$ cat config.mk
export PLATFORM = sky130hd
export DESIGN_NAME = mips_dmem_io
export DESIGN_NICKNAME = d
export VERILOG_FILES = /design/src/rtl/mips_dmem_pkg.sv /design/src/rtl/mips_dmem_io_timer.sv /design/src/rtl/mips_dmem_io.sv
export SDC_FILE = /design/constraint.sdc
export NUM_CORES = 2
export LEC_CHECK = 0
export CAP_MARGIN = 20
export CORE_MARGIN = 3
export CORE_UTILIZATION = 60
export DETAILED_ROUTE_END_ITERATION = 10
export PLACE_DENSITY = 0.76
export SETUP_SLACK_MARGIN = 0.4
export SLEW_MARGIN = 0
export SYNTH_ARGS = -nofsm -noshare
export SYNTH_HDL_FRONTEND = slang
export SYNTH_SLANG_ARGS = --single-unit
$ cat constraint.sdc
create_clock -name clk -period 4 [get_ports clk]
set_input_delay 0.8 -clock clk [delete_from_list [all_inputs] [get_ports clk]]
set_output_delay 0.8 -clock clk [all_outputs]
set_load 0.02 [all_outputs]
$ cat src/rtl/mips_dmem_pkg.sv
// Shared constants for the MIPS data-side memory/IO responder: I/O page tag,
// register offsets, timer control bit positions and timer state encoding.
package mips_dmem_pkg;

  localparam logic [15:0] IO_TAG = 16'hFFFF;

  localparam logic [7:0] OFF_LED   = 8'h00;
  localparam logic [7:0] OFF_SW    = 8'h04;
  localparam logic [7:0] OFF_CYCLE = 8'h08;
  localparam logic [7:0] OFF_LOAD  = 8'h0C;
  localparam logic [7:0] OFF_CTRL  = 8'h10;
  localparam logic [7:0] OFF_STAT  = 8'h14;
  localparam logic [7:0] OFF_COUNT = 8'h18;

  localparam int CTRL_EN    = 0;
  localparam int CTRL_AUTO  = 1;
  localparam int CTRL_IRQEN = 2;

  typedef enum logic {
    TMR_IDLE = 1'b0,
    TMR_RUN  = 1'b1
  } tmr_state_e;

endpackage

$ cat src/rtl/mips_dmem_io_timer.sv
// Countdown timer for the I/O page: LOAD/CTRL/STAT/COUNT registers, IDLE/RUN
// FSM and registered interrupt. Only instantiated when MIPS_DMEM_TIMER_EN is set.
module dmem_timer
  import mips_dmem_pkg::*;
(
  input  logic        clk,
  input  logic        rst_n,
  input  logic        we_i,
  input  logic [7:0]  off_i,
  input  logic [31:0] wdata_i,
  output logic [31:0] load_o,
  output logic [2:0]  ctrl_o,
  output logic        exp_o,
  output logic [31:0] count_o,
  output logic        irq_o
);

  tmr_state_e  state_q;
  logic [31:0] load_q, count_q;
  logic [2:0]  ctrl_q;
  logic        exp_q, irq_q;
  logic        expire, ctrl_we;

  assign expire  = (state_q == TMR_RUN) && (count_q == 32'd0);
  assign ctrl_we = we_i && (off_i == OFF_CTRL);

  always_ff @(posedge clk or negedge rst_n) begin
    if (!rst_n) begin
      state_q <= TMR_IDLE;
      load_q  <= '0;
      count_q <= '0;
      ctrl_q  <= '0;
      exp_q   <= 1'b0;
      irq_q   <= 1'b0;
    end else begin
      irq_q <= exp_q & ctrl_q[CTRL_IRQEN];
      if (we_i && (off_i == OFF_LOAD)) load_q <= wdata_i;
      // A same-edge expiry outranks the software clear.
      if (expire) exp_q <= 1'b1;
      else if (we_i && (off_i == OFF_STAT) && wdata_i[0]) exp_q <= 1'b0;
      if (ctrl_we) begin
        ctrl_q <= wdata_i[2:0];
        if (wdata_i[CTRL_EN]) begin
          state_q <= TMR_RUN;
          count_q <= load_q;
        end else begin
          state_q <= TMR_IDLE;
        end
      end else if (state_q == TMR_RUN) begin
        if (count_q != 32'd0) begin
          count_q <= count_q - 32'd1;
        end else if (ctrl_q[CTRL_AUTO]) begin
          count_q <= load_q;
        end else begin
          ctrl_q[CTRL_EN] <= 1'b0;
          state_q         <= TMR_IDLE;
        end
      end
    end
  end

  assign load_o  = load_q;
  assign ctrl_o  = ctrl_q;
  assign exp_o   = exp_q;
  assign count_o = count_q;
  assign irq_o   = irq_q;

endmodule

$ cat src/rtl/mips_dmem_io.sv
// Data memory + I/O page for the single-cycle MIPS core. Combinational reads,
// clocked writes. Timer block present only when MIPS_DMEM_TIMER_EN is defined.
module mips_dmem_io
  import mips_dmem_pkg::*;
#(
  parameter int RAM_AW = 6
) (
  input  logic        clk,
  input  logic        reset,
  input  logic        memwrite,
  input  logic [31:0] memaddr,
  input  logic [31:0] memwritedata,
  output logic [31:0] memreaddata,
  input  logic [7:0]  switches,
  output logic [7:0]  leds,
  output logic        irq
);

  logic              io_sel, io_we, ram_we;
  logic [7:0]        off;
  logic [RAM_AW-1:0] widx;
  logic [31:0]       ram_q [2**RAM_AW];
  logic [7:0]        leds_q, sw_meta_q, sw_sync_q;
  logic [31:0]       cycle_q, cycle_d;
  logic              unused_addr;

  assign io_sel      = (memaddr[31:16] == IO_TAG);
  assign off         = memaddr[7:0];
  assign widx        = memaddr[RAM_AW+1:2];
  assign io_we       = memwrite && io_sel;
  assign ram_we      = memwrite && !io_sel;
  assign unused_addr = ^memaddr;

  always_ff @(posedge clk) begin
    if (ram_we) ram_q[widx] <= memwritedata;
  end

  assign cycle_d = (io_we && (off == OFF_CYCLE)) ? 32'd0 : cycle_q + 32'd1;

  always_ff @(posedge clk or negedge reset) begin
    if (!reset) begin
      leds_q    <= '0;
      sw_meta_q <= '0;
      sw_sync_q <= '0;
      cycle_q   <= '0;
    end else begin
      if (io_we && (off == OFF_LED)) leds_q <= memwritedata[7:0];
      sw_meta_q <= switches;
      sw_sync_q <= sw_meta_q;
      cycle_q   <= cycle_d;
    end
  end

  assign leds = leds_q;

`ifdef MIPS_DMEM_TIMER_EN
  logic [31:0] tmr_load, tmr_count;
  logic [2:0]  tmr_ctrl;
  logic        tmr_exp;

  dmem_timer u_timer (
    .clk     (clk),
    .rst_n   (reset),
    .we_i    (io_we),
    .off_i   (off),
    .wdata_i (memwritedata),
    .load_o  (tmr_load),
    .ctrl_o  (tmr_ctrl),
    .exp_o   (tmr_exp),
    .count_o (tmr_count),
    .irq_o   (irq)
  );
`else
  assign irq = 1'b0;
`endif

  always_comb begin
    memreaddata = 32'd0;
    if (io_sel) begin
      case (off)
        OFF_LED:   memreaddata = {24'd0, leds_q};
        OFF_SW:    memreaddata = {24'd0, sw_sync_q};
        OFF_CYCLE: memreaddata = cycle_q;
`ifdef MIPS_DMEM_TIMER_EN
        OFF_LOAD:  memreaddata = tmr_load;
        OFF_CTRL:  memreaddata = {29'd0, tmr_ctrl};
        OFF_STAT:  memreaddata = {31'd0, tmr_exp};
        OFF_COUNT: memreaddata = tmr_count;
`endif
        default:   memreaddata = 32'd0;
      endcase
    end else begin
      memreaddata = ram_q[memaddr[RAM_AW+1:2]];
    end
  end

endmodule

==> flow_summary.toml <==
[logic_synthesis]
synth-main-ff-cell = "edfxtp_1"
syn_nets = 4036
synth_area_per_cell_um2 = 20.7
synthDistinctLibCells = 77
asyncSetResetFlopFracSynth = 0.0266
part_of_the_yosys_area_used_for_sequential_elements = 0.769
synth_area_um2 = 81800
instance_count_of_the_mapped_netlist = 3960
synth.ff_latch_count = 2104
synth-warning-count = 0
synth_enable_flop_cells = 2048

[timing]
post-route-worst-setup-slack_ps = -160
setup_violations = 18
maxSlewViolCount = 0
timing.final.crit_period_ps = 4160
timing_worst_slew_pin_value_ps = 1210
clock_skew_ps = 7.65
layout_worst_path_cycle_share = 1.04
max-slew-margin-rel = 0.191
post_route_hold_slack_ps = 11.0
finalHoldViolations = 0
maxClockFrequency_mhz = 240
grt_setup_unrepaired = "yes"

[placed_design]
portBuffers = 106
gp_congestion = 0.988
dpl.hpwl_um = 167000
placed_cells_incl_taps = 6382

[setup_path]
critPathLaunch = "memaddr[2]"
worst_r2r_startpoint = "cycle_q[2]"
cp-end-kind = "output pin"
critPathArrivalTime_ps = 3360
timing.critical_path.from_type = "primary input"
regToRegSetupSlack_ps = 1810
crit_type = "primary input to output pin"
rr_worst_depth = 6
worstPathRequired_ps = 3200
worstPathMaxFanout = 14
critical_path.reg2reg.endpoint = "cycle_q[31]"

[run_status]
status = "finished with violations"
violations_in_the_final_reports = "setup timing"

[detailed_routing]
dr.max_layer_used = "met5"
wirelength_um = 286000
route.detailed.drc = 0
ant_nets = 0
router_iterations_before_antenna_repair = 7
number_of_drc_markers_in_iteration_0 = 9675
dr_wl_met3_um = 47900
detail_route.vias_per_cell = 7.42
wirelength_met1_um = 89000
route.detailed.wl_per_inst_um = 41.3
routed-via-count = 51500
routed-wl-met2_um = 125000

[floorplan]
die_h_um = 375
design.core.area_um2 = 134000
std_cell_rows = 134
pin_count = 116
die_area_um2 = 141000
die_x_um = 375
start_util = 0.608

[grt]
globalRouteOverflowTotal = 0
grt_first_pass_wirelength_um = 388000
globalRouteTotalUtil = 0.399
grt_start_max_net_pins = 65
initial_antenna_violation_count = 12
first_global_vias = 49600

[power]
internal-power_mw = 36.6
power.net_switching_mw = 10.9
clockPowerShare = 0.403
sw_frac_of_total = 0.229
seq_power_share = 0.513
power_leakage_nw = 35.2
irDropWorstVdd_uv = 414
power_frac_comb = 0.084
power_per_cell_area_nw_per_um2 = 458

[clocking]
clk_path_buf_depth = 3
cts-buffers-inserted = 201
sink_count_of_the_clock_tree = 2104
clockRootBuffer = "clkbuf_16"
clkLatencyLatePin_ps = 840
cts.reportedPaths.clkPinSlew_ps = 60
cts_tree = "yes"
cts_max_level = 4

[cells_and_area]
instances_no_fill = 6936
final_cell_mix = "edfxtp_1 (2048), buf_4 (565), mux4_2 (379), mux2i_1 (285), buf_12 (231)"
layout.nets = 5074
layout_commonest_cell = "edfxtp_1"
post_route_cells_drive_above_1_share = 0.399
syn_to_final_growth_pct = 26.7

[flow_run]
cap_violations = 0

[hold_path]
hold_path.class = "primary input to async pin"
==> registers in the layout, summed over array words and instances (netlist names) <==
name,count
cycle_q,32
sw_sync_q,8
ram_q,2048
sw_meta_q,8
leds,8
==> final cells by class <==
cell class,count,area (um2)
antenna,6,15.0
clock buffer,239,5190
clock inverter,128,1300
fill,6394,30800
inverter,8,30.0
multi-input combinational,1632,19900
sequential,2104,62900
tap,1768,2210
timing repair buffer,1051,12100
==> per-stage QoR <==
step                      utilization  setup slack [ps]  instance area (um2)  power [mW]  TNS (ps)
after floorplan                     -              87.4                81800        26.1         0
final                           0.771              -160               104000        47.5      -704
after CTS                       0.761             -28.5               102000        46.9     -56.3
after global routing            0.771              -179               104000        48.3      -706
after detailed placement        0.686             -1410                92300        27.9  -1061970
after global placement          0.686             -1620                92200        27.9  -1187430
==> power by group through the flow <==
stage / clock, mW / combinational [mW] / sequential, mW
after floorplan: 0 / 1.28 / 24.8
after global placement: 0 / 3.03 / 24.8
after detailed placement: 0 / 3.09 / 24.8
after CTS: 19.0 / 3.59 / 24.4
after global routing: 19.9 / 4.00 / 24.4
final: 19.1 / 3.97 / 24.4
==> timing repair <==
action                                  in CTS  in global routing
resized for setup                          567                173
hold buffers                                 0                  0
buffers inserted                           107                 43
endpoints found under the setup margin    1068                 32
cloned                                      20                  0
pin swaps                                  105                103
==> worst max path at each step <==
stage	depth (start not counted)	to	slack, ps
final	12	memreaddata[6]	-160
after global routing	12	memreaddata[6]	-180
after CTS	12	memreaddata[15]	-30
after detailed placement	12	memreaddata[31]	-1410
after global placement	11	memreaddata[13]	-1620
after floorplan	7	ram_q[0][0]	90
==> kinds of logic after synthesis <==
kind of cell	Yosys count	share of synthesized area
adder cells (fa/ha/maj)	1	0.000153
other	1	0.0000458
multiplexers	722	0.149
AND/OR/NAND/NOR	451	0.0257
XOR/XNOR	28	0.00300
flip-flops	2104	0.769
AO/OA/AOI/OAI	429	0.0356
buffers and inverters	224	0.0175
==> Yosys cell counts, types with 4 or more instances <==
master / n / area share
edfxtp_1: 2048 / 0.75
mux4_2: 373 / 0.10
mux2i_1: 309 / 0.038
nor2_1: 154 / 0.0071
a21oi_1: 114 / 0.0070
nand2_1: 109 / 0.0050
a22oi_1: 108 / 0.0099
nand3_1: 71 / 0.0043
clkbuf_1: 68 / 0.0031
buf_2: 56 / 0.0034
dfrtp_1: 56 / 0.017
buf_4: 47 / 0.0043
o21ai_0: 42 / 0.0026
buf_6: 25 / 0.0034
mux2_2: 24 / 0.0033
nor2b_1: 24 / 0.0018
o22ai_1: 23 / 0.0018
nor3_1: 22 / 0.0013
a31oi_1: 19 / 0.0015
xnor2_1: 18 / 0.0019
mux4_1: 16 / 0.0051
a221oi_1: 15 / 0.0016
a211oi_1: 13 / 0.0012
o221ai_1: 13 / 0.0014
nand4_1: 11 / 0.00084
o211ai_1: 11 / 0.0010
xor2_1: 10 / 0.0011
a22o_1: 9 / 0.00096
and3_1: 8 / 0.00061
buf_1: 8 / 0.00037
nand2b_1: 8 / 0.00061
nor4_1: 8 / 0.00061
a2111oi_0: 6 / 0.00064
a32oi_1: 6 / 0.00064
a41oi_1: 6 / 0.00064
buf_8: 6 / 0.0011
inv_1: 6 / 0.00028
or3_1: 6 / 0.00046
and2_1: 5 / 0.00038
buf_12: 5 / 0.0012
o2111ai_1: 5 / 0.00054
o31ai_1: 4 / 0.00037
o32ai_1: 4 / 0.00043
==> critical path, stage by stage <==
cell and delay, ps:
buf_16 150, buf_12 160, buf_16 160, mux2i_1 150, a22o_1 260, a2111oi_1 670, buf_1 290, a2111oi_1 90
buf_4 170, o221ai_2 60, nor2b_4 240, buf_6 140
==> metal layers <==
| metal | vias up | global-route usage |
|---|---|---|
| li1 | 18600 | - |
| met1 | 25600 | 0.516 |
| met2 | 5924 | 0.587 |
| met3 | 1355 | 0.145 |
| met4 | 4 | 0.244 |
| met5 | - | 0 |
No activity file was read; power rests on OpenSTA's default activity.
